File: src/rtl/serial_adder_if.sv
// Operand/result handshake bundle for serial_adder.
// io_sub is present only when SERIAL_ADDER_SUB_EN is defined.
interface serial_adder_if #(
  parameter int unsigned WIDTH = 8
) ();
  logic             io_in_valid;
  logic             io_in_ready;
  logic [WIDTH-1:0] io_lhs;
  logic [WIDTH-1:0] io_rhs;
  logic             io_cin;
  logic             io_out_valid;
  logic             io_out_ready;
  logic [WIDTH-1:0] io_out;
  logic             io_cout;
`ifdef SERIAL_ADDER_SUB_EN
  logic             io_sub;

  modport master (
    output io_in_valid, io_lhs, io_rhs, io_cin, io_sub, io_out_ready,
    input  io_in_ready, io_out_valid, io_out, io_cout
  );
  modport slave (
    input  io_in_valid, io_lhs, io_rhs, io_cin, io_sub, io_out_ready,
    output io_in_ready, io_out_valid, io_out, io_cout
  );
`else
  modport master (
    output io_in_valid, io_lhs, io_rhs, io_cin, io_out_ready,
    input  io_in_ready, io_out_valid, io_out, io_cout
  );
  modport slave (
    input  io_in_valid, io_lhs, io_rhs, io_cin, io_out_ready,
    output io_in_ready, io_out_valid, io_out, io_cout
  );
`endif
endinterface

File: src/rtl/serial_adder.sv
// Digit-serial adder: WIDTH-bit add of lhs + rhs + cin, DIGIT bits per cycle.
// Define SERIAL_ADDER_SUB_EN to add io_sub (lhs - rhs - cin, cout=1 means no borrow).
module serial_adder #(
  parameter int unsigned WIDTH = 8,
  parameter int unsigned DIGIT = 2
) (
  input logic           clk,
  input logic           reset,
  serial_adder_if.slave bus
);
  localparam int unsigned N  = WIDTH / DIGIT;
  localparam int unsigned CW = (N > 1) ? $clog2(N) : 1;
  localparam logic [CW-1:0] LAST = CW'(N - 1);

  typedef enum logic [1:0] {IDLE, BUSY, DONE} state_t;

  state_t           state_q;
  logic [WIDTH-1:0] lhs_q;
  logic [WIDTH-1:0] rhs_q;
  logic [WIDTH-1:0] out_q;
  logic [CW-1:0]    cnt_q;
  logic             carry_q;
  logic             cout_q;
  logic             in_ready_q;
  logic             out_valid_q;

  logic [WIDTH-1:0] rhs_d;
  logic             cin_d;
  logic [DIGIT:0]   dsum_d;

  // Subtraction folds into the add by inverting rhs and cin at capture.
`ifdef SERIAL_ADDER_SUB_EN
  assign rhs_d = bus.io_sub ? ~bus.io_rhs : bus.io_rhs;
  assign cin_d = bus.io_cin ^ bus.io_sub;
`else
  assign rhs_d = bus.io_rhs;
  assign cin_d = bus.io_cin;
`endif

  // Operands shift right so the current digit is always in the low bits.
  assign dsum_d = {1'b0, lhs_q[DIGIT-1:0]} + {1'b0, rhs_q[DIGIT-1:0]}
                + (DIGIT+1)'(carry_q);

  always_ff @(posedge clk) begin
    if (reset) begin
      state_q     <= IDLE;
      lhs_q       <= '0;
      rhs_q       <= '0;
      out_q       <= '0;
      cnt_q       <= '0;
      carry_q     <= 1'b0;
      cout_q      <= 1'b0;
      in_ready_q  <= 1'b1;
      out_valid_q <= 1'b0;
    end else begin
      case (state_q)
        IDLE: begin
          if (bus.io_in_valid) begin
            lhs_q      <= bus.io_lhs;
            rhs_q      <= rhs_d;
            carry_q    <= cin_d;
            cnt_q      <= '0;
            in_ready_q <= 1'b0;
            state_q    <= BUSY;
          end
        end
        BUSY: begin
          // Sum digits enter at the top and walk down to their final position.
          lhs_q   <= lhs_q >> DIGIT;
          rhs_q   <= rhs_q >> DIGIT;
          out_q   <= (out_q >> DIGIT) | (WIDTH'(dsum_d[DIGIT-1:0]) << (WIDTH - DIGIT));
          carry_q <= dsum_d[DIGIT];
          cnt_q   <= cnt_q + CW'(1);
          if (cnt_q == LAST) begin
            cout_q      <= dsum_d[DIGIT];
            out_valid_q <= 1'b1;
            state_q     <= DONE;
          end
        end
        DONE: begin
          if (bus.io_out_ready) begin
            out_valid_q <= 1'b0;
            in_ready_q  <= 1'b1;
            state_q     <= IDLE;
          end
        end
        default: state_q <= IDLE;
      endcase
    end
  end

  assign bus.io_in_ready  = in_ready_q;
  assign bus.io_out_valid = out_valid_q;
  assign bus.io_out       = out_q;
  assign bus.io_cout      = cout_q;
endmodule

File: src/flat_wrapper.sv
// flat-port wrapper written by rule: the top's interface ports become plain ports
module serial_adder_flat 
#(
  parameter int unsigned WIDTH = 8,
  parameter int unsigned DIGIT = 2
)
  (clk, reset, bus_io_in_valid, bus_io_lhs, bus_io_rhs, bus_io_cin, bus_io_out_ready, bus_io_in_ready, bus_io_out_valid, bus_io_out, bus_io_cout);
  serial_adder_if #(.WIDTH(WIDTH)) bus_i ();
  input logic clk;
  input logic reset;
  input wire logic [$bits(bus_i.io_in_valid)-1:0] bus_io_in_valid;
  input wire logic [$bits(bus_i.io_lhs)-1:0] bus_io_lhs;
  input wire logic [$bits(bus_i.io_rhs)-1:0] bus_io_rhs;
  input wire logic [$bits(bus_i.io_cin)-1:0] bus_io_cin;
  input wire logic [$bits(bus_i.io_out_ready)-1:0] bus_io_out_ready;
  output wire logic [$bits(bus_i.io_in_ready)-1:0] bus_io_in_ready;
  output wire logic [$bits(bus_i.io_out_valid)-1:0] bus_io_out_valid;
  output wire logic [$bits(bus_i.io_out)-1:0] bus_io_out;
  output wire logic [$bits(bus_i.io_cout)-1:0] bus_io_cout;
  assign bus_i.io_in_valid = bus_io_in_valid;
  assign bus_i.io_lhs = bus_io_lhs;
  assign bus_i.io_rhs = bus_io_rhs;
  assign bus_i.io_cin = bus_io_cin;
  assign bus_i.io_out_ready = bus_io_out_ready;
  assign bus_io_in_ready = bus_i.io_in_ready;
  assign bus_io_out_valid = bus_i.io_out_valid;
  assign bus_io_out = bus_i.io_out;
  assign bus_io_cout = bus_i.io_cout;
  serial_adder #(.WIDTH(WIDTH), .DIGIT(DIGIT)) u_core (.clk(clk), .reset(reset), .bus(bus_i));
endmodule
File: config.mk
export PLATFORM = sky130hd
export DESIGN_NAME = serial_adder_flat
export DESIGN_NICKNAME = d
export VERILOG_FILES = /design/src/rtl/serial_adder_if.sv /design/src/rtl/serial_adder.sv /design/src/flat_wrapper.sv
export SDC_FILE = /design/constraint.sdc
export NUM_CORES = 1
export LEC_CHECK = 0
export CAP_MARGIN = 5
export CELL_PAD_IN_SITES_DETAIL_PLACEMENT = 0
export CELL_PAD_IN_SITES_GLOBAL_PLACEMENT = 1
export CORE_UTILIZATION = 30
export CTS_CLUSTER_DIAMETER = 120
export DETAILED_ROUTE_END_ITERATION = 7
export HOLD_SLACK_MARGIN = 0.08
export PLACE_DENSITY = 0.7
export SLEW_MARGIN = 20
export SYNTH_ARGS = -nofsm -noshare
export SYNTH_HDL_FRONTEND = slang
export SYNTH_SLANG_ARGS = --single-unit
File: constraint.sdc
create_clock -name clk -period 1.7 [get_ports clk]
set_input_delay 0.17 -clock clk [delete_from_list [all_inputs] [get_ports clk]]
set_output_delay 0.17 -clock clk [all_outputs]
set_load 0.05 [all_outputs]
==> impl_metrics.toml <==
[outcome]
outcome = "complete, no violations"

[synth]
synthArstFlopShare_pct = 0
yosysTopAreaCell = "dfxtp_1"
synth_seq_area_share_pct = 42.56
synth_cells = 149
netlist_top_cells_area = "dfxtp_1 (43%), a211oi_2 (10%), mux2i_1 (8.6%)"
synth_edf_count = 0
synth_ff_type = "dfxtp_1"
synth.distinct_cells = 28
synth.avg_cell_area_um2 = 10.10
yosysTopAreaCellShare_pct = 42.56
yosysWarnings = 0
synth_nets = 173
synth.ff_latch_count = 32
netlist_area_um2 = 1505

[critical_path]
path_delay_family = "buffers and inverters"
crit_type = "flop to primary output"
cp-startpoint = "u_core.bus.io_out[7]"
ff2ff_path_depth = 4
crit_cells = 1
r2r-end = "u_core.carry_q"
worstPathMaxFanout = 3
crit_end = "bus_io_out[7]"
r2r_setup_slack_ns = 0.12
reg2reg_from = "u_core.carry_q"
crit_arrival_ns = 1.45
cp-end-kind = "primary output"
crit_required_ns = 1.53
path_cells = "clkdlybuf4s50_1"
slowest_delay_ns = 0.81
cp_num_buf_inv = 1
crit_path_start_kind = "flop"
critical_path.slowest_cell = "clkdlybuf4s50_1"

[clock_network]
cts.clk_slew.worst_paths_ns = 0.06
cts.sinks = 32
post_cts_buffers = 0
cts_buffer_depth = 2
htree_levels = 2
numCtsBuffers = 5
clock_latency_ns = 0.27
cts_tree = "yes"
cts_root_buf = "clkbuf_8"

[floorplanning]
die_h_um = 72.83
start_util_pct = 31.45
boundaryPins = 32
rows = 25
die_area_um2 = 5304
core_um2 = 4786
fp.dieW_um = 72.83

[placed_design]
pre_cts_ws_ns = 0.08084
routabilityCongestion = 0.7121
dpl.hpwl_um = 2302
portBuffers = 31

[timing]
tightest_slew_ns = 0.5052
fin_crit_sh_pct = 95.36
fin_ws_ns = 0.07892
fin_skew_ns = 0.005676
final_max_slew_viol_count = 0
setup_viol = 0
post-route-min-period_ns = 1.621
final_hold_viol_count = 0
setup-tns-final_ns = 0
max_clock_freq_ghz = 0.6169
whs_ns = 0.4623
rsz0062_at_grt = "false"
slew-limit-headroom_pct = 66.21

[worst_hold_path]
hold_class = "flop to flop"
hold_depth = 2

[detailed_routing]
wl_met2_um = 1523
ant_nets = 0
maxUsedRoutingLayer = "met4"
first_iter_violations = 28
drt-total-wl_um = 3067
first_pass_iters = 4
drc = 0
vias_per_cell = 4.478
wl_met3_um = 123
routedWlPerCell_um = 12.22
wl_met1_um = 1404
num_vias = 1124

[run]
max_cap_violations = 0

[finish]
n_antenna_cell = 0
layout_commonest_cell = "dfxtp_1"
final_util_pct = 40.58
nets = 208
area_growth_pct = 29.01
layout_common_cells = "dfxtp_1 (32), clkdlybuf4s50_1 (29), nor2_1 (19)"
drive_gt1_share_pct = 21.74

[global_route]
grt_use_total_pct = 12.45
grt_pass1_vias = 1090
antenna_found_initial = 0
grt_overflow = 0
grt_max_degree = 21
grt_pass1_wl_um = 4995

[power]
irDropWorstVdd_mv = 0.3682
power_leakage_nw = 0.7063
powerDensity_nw_per_um2 = 882.8
[registers in the layout, indices dropped and copies added, names as in the netlist]
signal                   flops
u_core.bus.io_out            8
u_core.lhs_q                 8
u_core.rhs_q                 8
u_core.cnt_q                 2
u_core.state_q               2
u_core.bus.io_cout           1
u_core.bus.io_in_ready       1
u_core.bus.io_out_valid      1
u_core.carry_q               1
[how the worst min path moves through the flow]
| stage | from | to | slack, ns |
|---|---|---|---|
| after floorplan | reset | u_core.carry_q | 0.24 |
| after global routing | u_core.bus.io_out[4] | u_core.bus.io_out[2] | 0.48 |
| after detailed placement | u_core.bus.io_out[0] | u_core.bus.io_out[0] | 0.46 |
| after global placement | u_core.bus.io_out[0] | u_core.bus.io_out[0] | 0.45 |
| final | u_core.bus.io_out[0] | u_core.bus.io_out[0] | 0.46 |
| after CTS | u_core.bus.io_out[0] | u_core.bus.io_out[0] | 0.47 |
[tightest hold or removal path, stage by stage (launching register included)]
cell,delay (ns)
dfxtp_1,0.31
nand2_1,0.05
a21oi_1,0.05
[metrics by stage]
step                std cells  power (mW)  cell area [µm²]
floorplan                 149       1.099             1505
global placement          244       1.192             1862
detailed placement        244       1.202             1862
CTS                       251       1.737             1939
global route              251       1.811             1942
finish                    251       1.714             1942
[repair_timing]
| action | 4_1_cts | 5_1_grt |
|---|---|---|
| gates resized for setup | 0 | 1 |
| hold buffers | 0 | 0 |
| endpoints found under the setup margin | 0 | 1 |
[kinds of logic after synthesis]
| group | after synthesis | synth area share, % |
|---|---|---|
| AO/OA/AOI/OAI | 36 | 21.36 |
| flip-flops | 32 | 42.56 |
| multiplexers | 13 | 8.645 |
| buffers and inverters | 17 | 8.728 |
| adder cells (fa/ha/maj) | 3 | 3.491 |
| AND/OR/NAND/NOR | 48 | 15.21 |
[per-layer routing]
layer	vias up	GRT usage (%)
met4	0	3.922
met1	521	14.64
met2	18	21.39
li1	583	-
met3	2	4.144
met5	-	0
[power breakdown]
| group | switching (mW) | total (mW) | internal [mW] |
|---|---|---|---|
| registers | 0.0387 | 0.840 | 0.801 |
| logic | 0.180 | 0.344 | 0.164 |
| clock network | 0.253 | 0.531 | 0.278 |
| total | 0.472 | 1.71 | 1.24 |
[cell type report]
class                   instances  area [µm²]
fillers                       475        2844
multi-input cells             100       735.7
flip-flops and latches         32       640.6
repair buffers                 40       385.4
well taps                      67       83.83
clock buffers                   6       72.57
inverters                       5       18.77
clock inverters                 1       5.005
[synthesized netlist by cell type, types with 2 or more instances]
cell      number
buf_6          6
mux2i_1       13
inv_1          5
a211oi_2      12
nor2_2         8
clkbuf_1       2
a211oi_1       2
dfxtp_1       32
nand2_1       14
a22oi_1        6
buf_2          2
nand2b_1       4
fa_1           2
nor2_1        19
a21oi_1        9
(Power assumes the default switching activity.)
